**config.mk**
```make
export PLATFORM = sky130hd
export DESIGN_NAME = dsp_program_sequencer
export DESIGN_NICKNAME = d
export VERILOG_FILES = /design/src/rtl/dsp_program_sequencer.sv
export SDC_FILE = /design/constraint.sdc
export NUM_CORES = 1
export LEC_CHECK = 0
export ABC_AREA = 1
export BUFFER_PORTS_ARGS = -buffer_cell sky130_fd_sc_hd__buf_2
export CAP_MARGIN = 20
export CORE_ASPECT_RATIO = 2
export CORE_MARGIN = 1.5
export CORE_UTILIZATION = 54
export DETAILED_ROUTE_END_ITERATION = 6
export GPL_TIMING_DRIVEN = 1
export PLACE_DENSITY = 0.91
export SYNTH_ARGS = -nofsm -noshare
export SYNTH_HDL_FRONTEND = slang
export SYNTH_SLANG_ARGS = --single-unit
```
**constraint.sdc**
```tcl
create_clock -name clk -period 5.2 [get_ports clk]
set_input_delay 0.52 -clock clk [delete_from_list [all_inputs] [get_ports clk]]
set_output_delay 0.52 -clock clk [all_outputs]
set_load 0.03 [all_outputs]
```
**src/rtl/dsp_program_sequencer.sv**
```systemverilog
// Per-sample instruction sequencer: on an accepted sample tick it streams the
// program from instruction memory to the core, waits for the pipeline to drain, then flags completion.
module dsp_program_sequencer #(
  parameter int INSTR_WIDTH     = 26,
  parameter int PROG_ADDR_WIDTH = 10,
  parameter int IMEM_LATENCY    = 2,
  parameter int PIPE_DEPTH      = 4,
  parameter int OVR_CNT_WIDTH   = 16
) (
  input  logic                       clk,
  input  logic                       reset_n,
  input  logic                       enable,
  input  logic                       sample_tick,
  input  logic [PROG_ADDR_WIDTH:0]   prog_length,
  output logic [PROG_ADDR_WIDTH-1:0] imem_rd_addr,
  output logic                       imem_rd_en,
  input  logic [INSTR_WIDTH-1:0]     imem_rd_data,
  output logic [INSTR_WIDTH-1:0]     instruction,
  output logic                       busy,
  output logic                       frame_done,
  output logic                       overrun,
  output logic [OVR_CNT_WIDTH-1:0]   overrun_count,
  output logic [1:0]                 dbg_state
);

  localparam int DRAIN_CYCLES = IMEM_LATENCY + PIPE_DEPTH;
  localparam int DW           = $clog2(DRAIN_CYCLES + 1);

  typedef enum logic [1:0] {S_IDLE = 2'd0, S_RUN = 2'd1, S_DRAIN = 2'd2} state_e;

  state_e                     state_q, state_d;
  logic [PROG_ADDR_WIDTH-1:0] pc_q, pc_d;
  logic [PROG_ADDR_WIDTH:0]   len_q, len_d;
  logic [DW-1:0]              drain_q, drain_d;
  logic [IMEM_LATENCY-1:0]    valid_q, valid_d;
  logic                       busy_q, busy_d;
  logic                       frame_done_q, frame_done_d;
  logic                       overrun_q, overrun_d;
  logic [OVR_CNT_WIDTH-1:0]   ovr_cnt_q, ovr_cnt_d;
  logic                       accept;

  assign accept = (state_q == S_IDLE) && enable && sample_tick;

  // State register
  always_ff @(posedge clk or negedge reset_n) begin
    if (!reset_n) begin
      state_q      <= S_IDLE;
      pc_q         <= '0;
      len_q        <= '0;
      drain_q      <= '0;
      valid_q      <= '0;
      busy_q       <= 1'b0;
      frame_done_q <= 1'b0;
      overrun_q    <= 1'b0;
      ovr_cnt_q    <= '0;
    end else begin
      state_q      <= state_d;
      pc_q         <= pc_d;
      len_q        <= len_d;
      drain_q      <= drain_d;
      valid_q      <= valid_d;
      busy_q       <= busy_d;
      frame_done_q <= frame_done_d;
      overrun_q    <= overrun_d;
      ovr_cnt_q    <= ovr_cnt_d;
    end
  end

  // Next-state logic
  always_comb begin
    state_d      = state_q;
    pc_d         = pc_q;
    len_d        = len_q;
    drain_d      = drain_q;
    frame_done_d = 1'b0;
    case (state_q)
      S_IDLE: begin
        if (accept) begin
          len_d = prog_length;
          pc_d  = '0;
          if (prog_length != '0) state_d = S_RUN;
          else                   frame_done_d = 1'b1;
        end
      end
      S_RUN: begin
        // pc wraps naturally for a full-size program
        pc_d = pc_q + 1'b1;
        if ({1'b0, pc_q} == len_q - 1'b1) begin
          state_d = S_DRAIN;
          drain_d = '0;
        end
      end
      S_DRAIN: begin
        drain_d = drain_q + 1'b1;
        if (drain_q == DW'(DRAIN_CYCLES - 1)) begin
          state_d      = S_IDLE;
          frame_done_d = 1'b1;
        end
      end
      default: state_d = S_IDLE;
    endcase
    // Bit 0 is the registered read enable; the last bit marks data arriving at the core
    valid_d   = IMEM_LATENCY'({valid_q, (state_d == S_RUN)});
    busy_d    = (state_d != S_IDLE);
    overrun_d = sample_tick && busy_q;
    ovr_cnt_d = (overrun_d && (ovr_cnt_q != '1)) ? ovr_cnt_q + 1'b1 : ovr_cnt_q;
  end

  // Outputs
  always_comb begin
    imem_rd_en    = valid_q[0];
    imem_rd_addr  = pc_q;
    instruction   = valid_q[IMEM_LATENCY-1] ? imem_rd_data : '0;
    busy          = busy_q;
    frame_done    = frame_done_q;
    overrun       = overrun_q;
    overrun_count = ovr_cnt_q;
    dbg_state     = state_q;
  end

endmodule

```
==> impl_metrics.env <==
export IMPL_die_h_um=104
export IMPL_finalSetupTns_ps=0
export IMPL_syn_nets=425
export IMPL_critPathCaptureType="output port"
export IMPL_grtUsageMet3=0.0403
export IMPL_period_share=0.384
export IMPL_worst_setup_path_start_kind="flop"
export IMPL_fillers=408
export IMPL_hold_viol=0
export IMPL_grt_setup_unrepaired="no"
export IMPL_clkLatencyLatePin_ps=320
export IMPL_design_die_area_um2=5510
export IMPL_max_freq_ghz=0.501
export IMPL_ant_nets=0
export IMPL_fin_ws_ps=3200
export IMPL_grt_max_degree=48
export IMPL_vias=2783
export IMPL_ir_drop_mv=0.345
export IMPL_ctsHtreeMaxLevel=2
export IMPL_routedWlPerCell_um=13.1
export IMPL_cts_resized=0
export IMPL_gr_total_overflow=0
export IMPL_antenna_cells=0
export IMPL_grt_usage=0.281
export IMPL_clock_root_buffer="clkbuf_8"
export IMPL_stdcell_area_um2=3380
export IMPL_global_route_usage_met1=0.267
export IMPL_finClkSkew_ps=13.1
export IMPL_drv_cap=0
export IMPL_core_um2=4860
export IMPL_fin_util=0.694
export IMPL_dr_first_iter_drc_count=94
export IMPL_grt_pass1_vias=2671
export IMPL_die_width_um=53.3
export IMPL_tightest_slew_ps=671
export IMPL_yosysSeqAreaShare=0.431
export IMPL_slew_violations=0
export IMPL_dp_cells=529
export IMPL_instances_no_fill=538
export IMPL_rrSetupSlack_ps=3240
export IMPL_antenna_found_initial=0
export IMPL_clock_sinks=47
export IMPL_rr_startpoint="dbg_state[0]$_DFF_PN0_"
export IMPL_initial_utilization=0.561
export IMPL_clock_path_buffers=2
export IMPL_ff2ff_path_depth=6
export IMPL_crit_required_ps=4680
export IMPL_multi_input_area_um2=1250
export IMPL_min_path_type="in -> async"
export IMPL_arrival_ps=1480
export IMPL_cts_tree="done"
export IMPL_leakage_nw=2.04
export IMPL_report_power_total_mw=0.827
export IMPL_setup_viol=0
export IMPL_grt_pass1_wl_mm=11.3
export IMPL_reg2reg_to="imem_rd_addr[5]$_DFFE_PN0P_"
export IMPL_grt_busiest_layer="met2"
export IMPL_dr_pass1_iters=4
export IMPL_worstSetupEndpoint="instruction[3]"
export IMPL_critPathMaxFanout=26
export IMPL_status="completed"
export IMPL_yosys_warnings=0
export IMPL_dpl_hpwl_mm=5.59
export IMPL_crit_type="reg -> out"
export IMPL_syn_area_um2=2730
export IMPL_syn2layout_area_growth_pct=23.7
export IMPL_whs_ps=12.4
export IMPL_layout_nets=526
export IMPL_powerDensity_nw_per_um2=245
export IMPL_postPlaceCellArea_um2=3270
export IMPL_via_per_inst=5.17
export IMPL_synth_seq_cells=47
export IMPL_numCtsBuffers=5
export IMPL_pin_count=99
export IMPL_synth_area_per_cell_um2=7.20
export IMPL_clk_pin_slew_ps=100
export IMPL_drc_errors=0
export IMPL_postCtsHoldBufs=0
export IMPL_synthCells=379
export IMPL_portBuffers=98
export IMPL_period_needed_ps=2000
export IMPL_ys_types=29
export IMPL_crit_path_start="valid_q[1]$_DFF_PN0_"
export IMPL_rows=36
export IMPL_slew_headroom=0.553
export IMPL_pre_cts_slack_ps=3160
export IMPL_regArea_um2=1180
export IMPL_postCtsSetupBuffers=0
export IMPL_layout_drive_gt1_share=0.249
export IMPL_routabilityCongestion=0.914
export IMPL_drt_wl_total_mm=7.07
export IMPL_use_met2=0.513
==> worst max-delay path, cell delays in order, from the launching register on <==
cell and delay [ps]:
dfrtp_1 780, nand2_1 110, inv_1 80, buf_2 200
==> power breakdown <==
group          internal, mW  total, mW  switching, mW
combinational        0.0611      0.181          0.120
sequential            0.389      0.422         0.0323
clock                0.0942      0.224          0.129
==> area by class of cell <==
type / count / share of cell area
clock buffers: 6 / 0.0215
clock inverters: 2 / 0.00371
inverters: 74 / 0.0823
multi-input cells: 253 / 0.372
flip-flops and latches: 47 / 0.348
well taps: 57 / 0.0211
repair buffers: 99 / 0.151
==> synth_stat cells (all sizes together) <==
library cell / instances / area (um^2)
nand2: 116 / 440
ha: 5 / 62.6
and3b: 1 / 8.76
a31oi: 1 / 6.26
o21ai: 20 / 100
and3: 1 / 6.26
clkbuf: 4 / 15.0
xor2: 11 / 96.3
o22ai: 3 / 18.8
or2: 1 / 6.26
nor3: 8 / 40.0
inv: 74 / 278
dfrtp: 47 / 1180
buf: 1 / 5.00
o31ai: 1 / 7.51
mux2i: 1 / 10.0
o32ai: 1 / 8.76
xnor2: 8 / 70.1
nand3: 29 / 160
a21o: 1 / 7.51
nor2: 38 / 160
nand4: 5 / 31.3
nand3b: 1 / 7.51
and2: 1 / 6.26
==> layer usage <==
| layer | routed length, um | share of wire |
|---|---|---|
| met3 | 463 | 0.065 |
| met2 | 3920 | 0.55 |
| met5 | 0 | 0 |
| met4 | 338 | 0.048 |
| met1 | 2350 | 0.33 |
==> registers in the layout, summed over array words and instances, names as in the netlist <==
name           cells
drain_q            3
imem_rd_addr      10
frame_done         1
dbg_state          2
len_q             11
overrun            1
valid_q            2
overrun_count     16
busy               1
==> cell families after synthesis <==
kind of cell,Yosys count,synth area share
multiplexers,1,0.00367
AO/OA/AOI/OAI,27,0.0546
XOR/XNOR,19,0.0610
flip-flops,47,0.431
AND/OR/NAND/NOR,201,0.318
buffers and inverters,79,0.109
adder cells (fa/ha/maj),5,0.0229
==> how the worst min path moves through the flow <==
stage / endpoint / slack (ps) / depth (start not counted)
after global placement: valid_q[1]$_DFF_PN0_ / 370 / 0
after global routing: imem_rd_addr[9]$_DFFE_PN0P_ / 7 / 1
after CTS: valid_q[1]$_DFF_PN0_ / 390 / 0
after detailed placement: valid_q[1]$_DFF_PN0_ / 370 / 0
after floorplan: busy$_DFF_PN0_ / 220 / 0
final: imem_rd_addr[9]$_DFFE_PN0P_ / 10 / 1
==> placed cells by master (no fill, tap or decap), types with 2 or more instances in the layout <==
| cell | netlist | routed |
|---|---|---|
| nor2_2 | 7 | 7 |
| o21ai_0 | 19 | 19 |
| dfrtp_1 | 47 | 47 |
| buf_2 | 1 | 98 |
| ha_1 | 5 | 5 |
| nand2_1 | 114 | 114 |
| nor2_1 | 31 | 31 |
| clkbuf_8 | 0 | 5 |
| nand3_2 | 3 | 3 |
| nand3_1 | 26 | 26 |
| nand2_2 | 2 | 2 |
| o22ai_1 | 3 | 3 |
| xnor2_1 | 8 | 8 |
| nand4_1 | 5 | 5 |
| nor3_1 | 8 | 8 |
| xor2_1 | 11 | 11 |
| inv_1 | 73 | 73 |
No activity file was read; power rests on OpenSTA's default activity.
